[config.mk]
export PLATFORM = sky130hd
export DESIGN_NAME = serdes_word_aligner
export DESIGN_NICKNAME = d
export VERILOG_FILES = /design/src/rtl/serdes_align_pkg.sv /design/src/rtl/serdes_word_aligner.sv
export SDC_FILE = /design/constraint.sdc
export NUM_CORES = 1
export LEC_CHECK = 0
export ABC_AREA = 0
export BUFFER_PORTS_ARGS = -buffer_cell sky130_fd_sc_hd__buf_4
export CAP_MARGIN = 10
export CORE_MARGIN = 1.5
export CORE_UTILIZATION = 47
export CTS_CLUSTER_SIZE = 12
export DETAILED_ROUTE_END_ITERATION = 16
export PLACE_DENSITY = 0.84
export SYNTH_ARGS = -nofsm -noshare
export SYNTH_HDL_FRONTEND = slang
export SYNTH_SLANG_ARGS = --single-unit
[constraint.sdc]
create_clock -name clk -period 1.64 [get_ports clk]
set_clock_uncertainty 0.1 [all_clocks]
set_input_delay 0.246 -clock clk [delete_from_list [all_inputs] [get_ports clk]]
set_output_delay 0.246 -clock clk [all_outputs]
set_load 0.01 [all_outputs]
[src/rtl/serdes_align_pkg.sv]
// serdes_align_pkg
//   Shared types and helpers for the ISERDES word aligner.
//   - align_state_t         : aligner FSM state encoding
//   - DEFAULT_TRAIN_PATTERN : training word the link sends while aligning
//   - mask_word(width)      : 8-bit mask with the low 'width' bits set
package serdes_align_pkg;

  typedef enum logic [2:0] {
    ST_IDLE,
    ST_CHECK,
    ST_SLIP,
    ST_WAIT,
    ST_LOCKED,
    ST_FAIL
  } align_state_t;

  localparam logic [7:0] DEFAULT_TRAIN_PATTERN = 8'hB4;

  // Width is expected in 1..8; training words are at most one byte wide.
  function automatic logic [7:0] mask_word(input int unsigned width);
    logic [7:0] ones;
    ones = 8'hFF;
    return ones >> (8 - width);
  endfunction

endpackage

[src/rtl/serdes_word_aligner.sv]
// serdes_word_aligner
//   Drives ISERDES BITSLIP until the deserialised word matches the training
//   pattern for LOCK_COUNT consecutive cycles, then flags lock and marks the
//   registered word stream as valid user data.
//
//   Ports:
//     clk        in   CLKDIV-domain clock
//     rst        in   synchronous, active-high reset
//     en         in   1 = run/hold alignment, 0 = return to idle
//     din        in   ISERDES parallel word, valid every cycle
//     bitslip    out  one-cycle pulse to ISERDES BITSLIP
//     locked     out  alignment achieved
//     error      out  MAX_SLIPS exhausted without lock
//     slip_cnt   out  slips issued since leaving idle (saturating)
//     dout       out  din delayed by one cycle
//     dout_valid out  dout is aligned user data
//
//   state     | meaning
//   ----------+-------------------------------------------------------
//   ST_IDLE   | disabled; status outputs and counters cleared
//   ST_CHECK  | comparing din against the training word
//   ST_SLIP   | bitslip pulse issued this cycle
//   ST_WAIT   | din ignored while ISERDES settles on the new phase
//   ST_LOCKED | aligned; data forwarded as valid until en drops
//   ST_FAIL   | all slips exhausted; error held until en drops
module serdes_word_aligner
  import serdes_align_pkg::*;
#(
  parameter int         DATA_WIDTH    = 8,
  parameter logic [7:0] TRAIN_PATTERN = DEFAULT_TRAIN_PATTERN,
  parameter int         LOCK_COUNT    = 16,
  parameter int         SLIP_WAIT     = 4,
  parameter int         MAX_SLIPS     = 2 * DATA_WIDTH
) (
  input  logic                         clk,
  input  logic                         rst,
  input  logic                         en,
  input  logic [DATA_WIDTH-1:0]        din,
  output logic                         bitslip,
  output logic                         locked,
  output logic                         error,
  output logic [$clog2(MAX_SLIPS+1)-1:0] slip_cnt,
  output logic [DATA_WIDTH-1:0]        dout,
  output logic                         dout_valid
);

  localparam int MATCH_W = $clog2(LOCK_COUNT + 1);
  localparam int WAIT_W  = $clog2(SLIP_WAIT + 1);
  localparam int SLIP_W  = $clog2(MAX_SLIPS + 1);

  align_state_t        state;
  align_state_t        state_nx;
  logic [MATCH_W-1:0]  match_cnt;
  logic [WAIT_W-1:0]   wait_cnt;
  logic [7:0]          din_ext;
  logic                din_match;
  logic                slips_done;

  assign din_ext    = 8'(din);
  assign din_match  = ((din_ext ^ TRAIN_PATTERN) & mask_word(DATA_WIDTH)) == 8'h00;
  assign slips_done = (slip_cnt == SLIP_W'(MAX_SLIPS));

  always_comb begin
    state_nx = state;
    if (!en) begin
      state_nx = ST_IDLE;
    end else begin
      case (state)
        ST_IDLE:   state_nx = ST_CHECK;
        ST_CHECK: begin
          if (din_match) begin
            if (match_cnt == MATCH_W'(LOCK_COUNT - 1)) state_nx = ST_LOCKED;
          end else if (slips_done) begin
            state_nx = ST_FAIL;
          end else begin
            state_nx = ST_SLIP;
          end
        end
        ST_SLIP:   state_nx = ST_WAIT;
        // Down-counter loaded with SLIP_WAIT: the last wait cycle is the one
        // that sees the count at 1, so WAIT lasts exactly SLIP_WAIT cycles.
        ST_WAIT:   if (wait_cnt == WAIT_W'(1)) state_nx = ST_CHECK;
        ST_LOCKED: state_nx = ST_LOCKED;
        ST_FAIL:   state_nx = ST_FAIL;
        default:   state_nx = ST_IDLE;
      endcase
    end
  end

  always_ff @(posedge clk) begin
    if (rst) begin
      state      <= ST_IDLE;
      match_cnt  <= '0;
      wait_cnt   <= '0;
      slip_cnt   <= '0;
      bitslip    <= 1'b0;
      locked     <= 1'b0;
      error      <= 1'b0;
      dout_valid <= 1'b0;
      dout       <= '0;
    end else begin
      state <= state_nx;
      dout  <= din;

      // Status flags are decoded from the next state so they line up with
      // the state register (bitslip is high during the SLIP cycle itself).
      bitslip    <= (state_nx == ST_SLIP);
      locked     <= (state_nx == ST_LOCKED);
      dout_valid <= (state_nx == ST_LOCKED);
      error      <= (state_nx == ST_FAIL);

      if (state_nx == ST_IDLE) begin
        match_cnt <= '0;
        wait_cnt  <= '0;
        slip_cnt  <= '0;
      end else begin
        if (state == ST_CHECK) begin
          match_cnt <= din_match ? match_cnt + 1'b1 : '0;
        end
        // Counted on entry to SLIP so slip_cnt already includes the pulse
        // that is on the wire.
        if (state_nx == ST_SLIP && !slips_done) begin
          slip_cnt <= slip_cnt + 1'b1;
        end
        if (state == ST_SLIP) begin
          wait_cnt <= WAIT_W'(SLIP_WAIT);
        end else if (state == ST_WAIT && wait_cnt != '0) begin
          wait_cnt <= wait_cnt - 1'b1;
        end
      end
    end
  end

endmodule

Yosys cells after proc, flatten, opt, wreduce, memory -nomap -nowiden --
Index checks and enable logic that the tools add are counted.
Word-level totals: register bits 27, bits in latches 0, memory bits (writable) 0, ROM bits 0, bits of input ports 11, output and inout bits 17, word-level logic and storage cells 43, memories 0
Operators by class: $add $sub $neg 3, multiply operators 0, divide/modulo/power cells 0, $lt $le $gt $ge 0, equality and inequality tests 11, shift-type cells 0, multiplexer cells 9, bitwise operators 1, reductions and logical operators 10
Operators by type and width (count):
- $mux W3 | 7
- $pmux W3 S6 | 1
- $eq A3 B3 Y1 const B | 4
- $add A5 B1 Y5 const B | 2
- $eq A3 B2 Y1 const B | 3
- $logic_not A8 Y1 | 1
- $eq A3 B1 Y1 const B | 2
- $logic_not A3 Y1 | 2
- $eq A5 B4 Y1 const B | 1
- $eq A5 B5 Y1 const B | 1
- $mux W5 | 1
- $not A4 Y4 | 1
- $reduce_bool A3 Y1 | 1
- $reduce_or A3 Y1 | 1
- $sub A3 B1 Y3 const B | 1
- $logic_and A1 B1 Y1 | 2
- $reduce_bool A2 Y1 | 1
- $reduce_or A2 Y1 | 1
- $logic_not A1 Y1 | 1

Longest topological paths before layout --
depth after elaboration 7, depth in mapped cells 7, depth with buffers taken out 7

Worst setup path after synthesis --
No wires, ideal clock.
kind reg2reg, from register slip_cnt[0], to register dout_valid, library setup time 0.115 ns, data arrival time 1.498 ns, data required time 1.425 ns, path slack -0.073 ns, stages on the path, launching flop included 7, path buffers 0, period minus slack after synthesis 1.713 ns, cells stage by stage dfxtp_1 > inv_1 > ha_1 > or4bb_1 > o211ai_4 > nand4_1 > and2_1
Between the ends: cells in the longest elaborated chain, start to end 6
Ends and longest elaborated chain:
- start: declaration | line serdes_word_aligner.sv:42 | output logic [$clog2(MAX_SLIPS+1)-1:0] slip_cnt,
- start signal: assignment | line serdes_word_aligner.sv:123 | slip_cnt <= slip_cnt + 1'b1;
- $eq A5 B5 Y1 | line serdes_word_aligner.sv:61 | assign slips_done = (slip_cnt == SLIP_W'(MAX_SLIPS));
- $mux W3 | line serdes_word_aligner.sv:73 | end else if (slips_done) begin
- $mux W3 | line serdes_word_aligner.sv:71 | if (din_match) begin
- $pmux W3 S6 | line serdes_word_aligner.sv:68 | case (state)
- $mux W3 | line serdes_word_aligner.sv:65 | if (!en) begin
- $eq A3 B3 Y1 | line serdes_word_aligner.sv:109 | dout_valid <= (state_nx == ST_LOCKED);
- end signal: assignment | line serdes_word_aligner.sv:109
- end: declaration | line serdes_word_aligner.sv:44 | output logic dout_valid
No other way between the ends. A chain may end at the register's enable or synchronous reset.

Final worst setup path --
from register slip_cnt[0], to register slip_cnt[3]
Between the ends: cells in the longest elaborated chain, start to end 7, elaborated cells between the ends (all ways) 11, classes of those cells 1 x add/sub; 2 x eq/ne; 4 x mux; 4 x reduce/logical
Ends and longest elaborated chain (line):
- $eq A5 B5 Y1 | serdes_word_aligner.sv:61
- $mux W3 | serdes_word_aligner.sv:73
- $mux W3 | serdes_word_aligner.sv:71
- $pmux W3 S6 | serdes_word_aligner.sv:68
- $mux W3 | serdes_word_aligner.sv:65
- $eq A3 B2 Y1 / $logic_not A3 Y1 (equally long branches) | serdes_word_aligner.sv:122, serdes_word_aligner.sv:112
- $logic_and A1 B1 Y1 / $reduce_or A2 Y1 (equally long branches)
Several ways; a longest one is shown, not always the timed one.

==> impl_metrics.yaml <==
floorplan:
  initial_core_util_pct: 49.2
  die-area_um2: 2880
  num_rows: 18
  fp.dieH_um: 53.7
  boundaryPins: 28
  coreArea_um2: 2450
  dieWidth_um: 53.7
grt:
  grt_max_degree: 16
  track_usage_pct: 21.2
  grt_pass1_vias: 1070
  grt_antenna_before_repair: 0
  overflow: 0
  grt_pass1_wl_um: 4490
critical_path:
  cp-end-kind: "register"
  critical_path.max_fanout: 5
  worst_ep_arrival_time_ps: 1930
  critical_path_required_ps: 1790
  critPathLaunchType: "register"
  path_class: "reg2reg"
cells_and_area:
  syn_to_final_growth_pct: 45.5
  ff_latch_area_um2: 554
  nNetsFinal: 200
  fin_util_pct: 71.6
  multi_input_area_um2: 692
  drive_above_1_share_pct: 44.8
  fillers: 180
  fin_cells: 211
  diodes: 0
clock_network:
  htree_levels: 1
  clock_path_buffers: 2
  clk_latency_ps: 320
  cts_inserted_buffers: 3
  cts_root_buffer: "clkbuf_4"
  holdBufCountCts: 0
  path_clk_slew_ps: 140
  cts_num_sinks: 27
  cts_tree: "done"
placed_design:
  dp_cells: 201
  hpwl_um: 2140
  numPortBuffers: 27
  gp_congestion: 0.803
status:
  violations: "negative setup slack"
  status: "finished, violations left"
route:
  wl_um: 3290
  wire_per_inst_um: 15.6
  num_vias: 1169
  drt-vias-per-instance: 5.54
  drc: 0
  ant_nets: 0
  drt_iter0_markers: 38
  first_pass_iters: 4
power_and_ir_drop:
  static-leakage-power_nw: 0.760
  power_density_nw_per_um2: 632
  peakVddDrop_uv: 605
  total_power_mw: 1.11
sta:
  fin_crit_ps: 1780
  timing.final.ws_setup_ps: -140
  worstMarginPinSlew_ps: 476
  min_period_over_period_pct: 109
  finalSetupViolCount: 7
  drv_slew: 0
  max_freq_ghz: 0.562
  rsz0062_at_grt: "true"
  finalHoldViolations: 0
  slew_headroom_pct: 68.3
synth:
  synth.most_common_cell: "dfxtp_1"
  yosysWarnings: 0
  synthArstFlopShare_pct: 0
  synth_commonest_cells: "27 x dfxtp_1, 11 x nor2_1, 10 x nor2b_1"
  yosysSeqAreaShare_pct: 44.8
  synth_area_um2: 1210
  synthCells: 127
  syn-num-nets: 145
  synth.avg_cell_area_um2: 9.51
  synth_seq_cells: 27
  synth-main-ff-cell: "dfxtp_1"
  synth_edf_count: 0
  synthTopCellsByArea: "dfxtp_1 45%, ha_1 7.3%, nor2b_1 5.2%"
  yosysTopAreaCellShare_pct: 44.8
  yosysTopAreaCell: "dfxtp_1"
  ys_types: 40
worst_hold_path:
  hold_class: "in2reg"
flow_run:
  maxCapViolCount: 0
## sequential cells by signal, indices dropped and copies added (netlist names)
| register | flops |
|---|---|
| error | 1 |
| dout | 8 |
| state | 3 |
| slip_cnt | 5 |
| bitslip | 1 |
| dout_valid | 1 |
| match_cnt | 5 |
| wait_cnt | 3 |
## worst max-delay path, stage by stage (launching register included)
cell and delay [ps]:
dfxtp_2 360, inv_2 50, ha_4 140, or4bb_4 230
o211ai_4 110, buf_4 170, or3_1 360, a21oi_1 200
## final cells by class
type / count / share of cell area [%]
Tap cell: 30 / 2.14
Inverter: 7 / 1.50
Timing Repair Buffer: 55 / 23.9
Multi-Input combinational cell: 88 / 39.4
Clock buffer: 4 / 1.50
Sequential cell: 27 / 31.6
## cells by family (layout without fill, tap and decap cells)
logic type | count (synthesis) | count (layout) | share of synthesized area, %
fa+ha+maj | 7 | 7 | 7.25
simple gates | 55 | 55 | 28.4
mux | 2 | 2 | 1.66
flops | 27 | 27 | 44.8
xor+xnor | 3 | 3 | 2.18
compound gates | 21 | 21 | 11.6
buf+inv | 12 | 66 | 4.15
## layout by cell type (no fill, tap or decap), types with 2 or more instances in the layout
cell type / n
nor3b_1: 2
ha_1: 4
inv_1: 5
clkbuf_4: 3
a21oi_1: 7
buf_4: 53
inv_2: 2
dfxtp_1: 20
nand2_1: 5
or3_1: 2
dfxtp_4: 2
nor2b_1: 10
ha_4: 2
nor2_1: 11
nand4_1: 3
buf_6: 2
a211oi_1: 2
dfxtp_2: 5
nand3_1: 4
mux2i_1: 2
nand2b_1: 3
o21ai_0: 5
## per-stage QoR
step | cell area, µm² | hold WS [ps] | setup slack (ps) | TNS (ps)
after CTS | 1670 | 42.4 | -103 | -334
after floorplan | 1220 | 274 | -28.3 | -28.3
after global routing | 1760 | 34.7 | -196 | -1040
final | 1760 | 47.9 | -140 | -568
after global placement | 1600 | 359 | -111 | -624
after detailed placement | 1600 | 379 | -193 | -1350
## layer usage
metal | track usage (%) | part of all wire (%)
met4 | 11.1 | 3.2
met1 | 24.7 | 40
met3 | 3.06 | 5.0
met5 | 0 | 0
met2 | 37.4 | 52
## final timing paths
check,startpoint,endpoint,slack [ps],depth (start not counted)
setup / recovery,slip_cnt[0],slip_cnt[3],-140,7
setup reg to reg,slip_cnt[0],slip_cnt[3],-140,7
hold reg to reg,wait_cnt[0],wait_cnt[0],400,2
hold / removal,din[5],dout[5],50,2
## where the power goes
part | internal, mW | switching [mW]
registers | 0.668 | 0.00713
clock network | 0.0953 | 0.184
logic | 0.0851 | 0.0699
total | 0.849 | 0.261
## timing repair
action / 4_1_cts / 5_1_grt
buffers inserted: 2 / 4
setup endpoints to repair: 7 / 12
gates resized for setup: 6 / 17
endpoints found under the hold margin: 0 / 0
gates cloned: 0 / 0
pin swaps: 2 / 9
(Power assumes the default switching activity.)
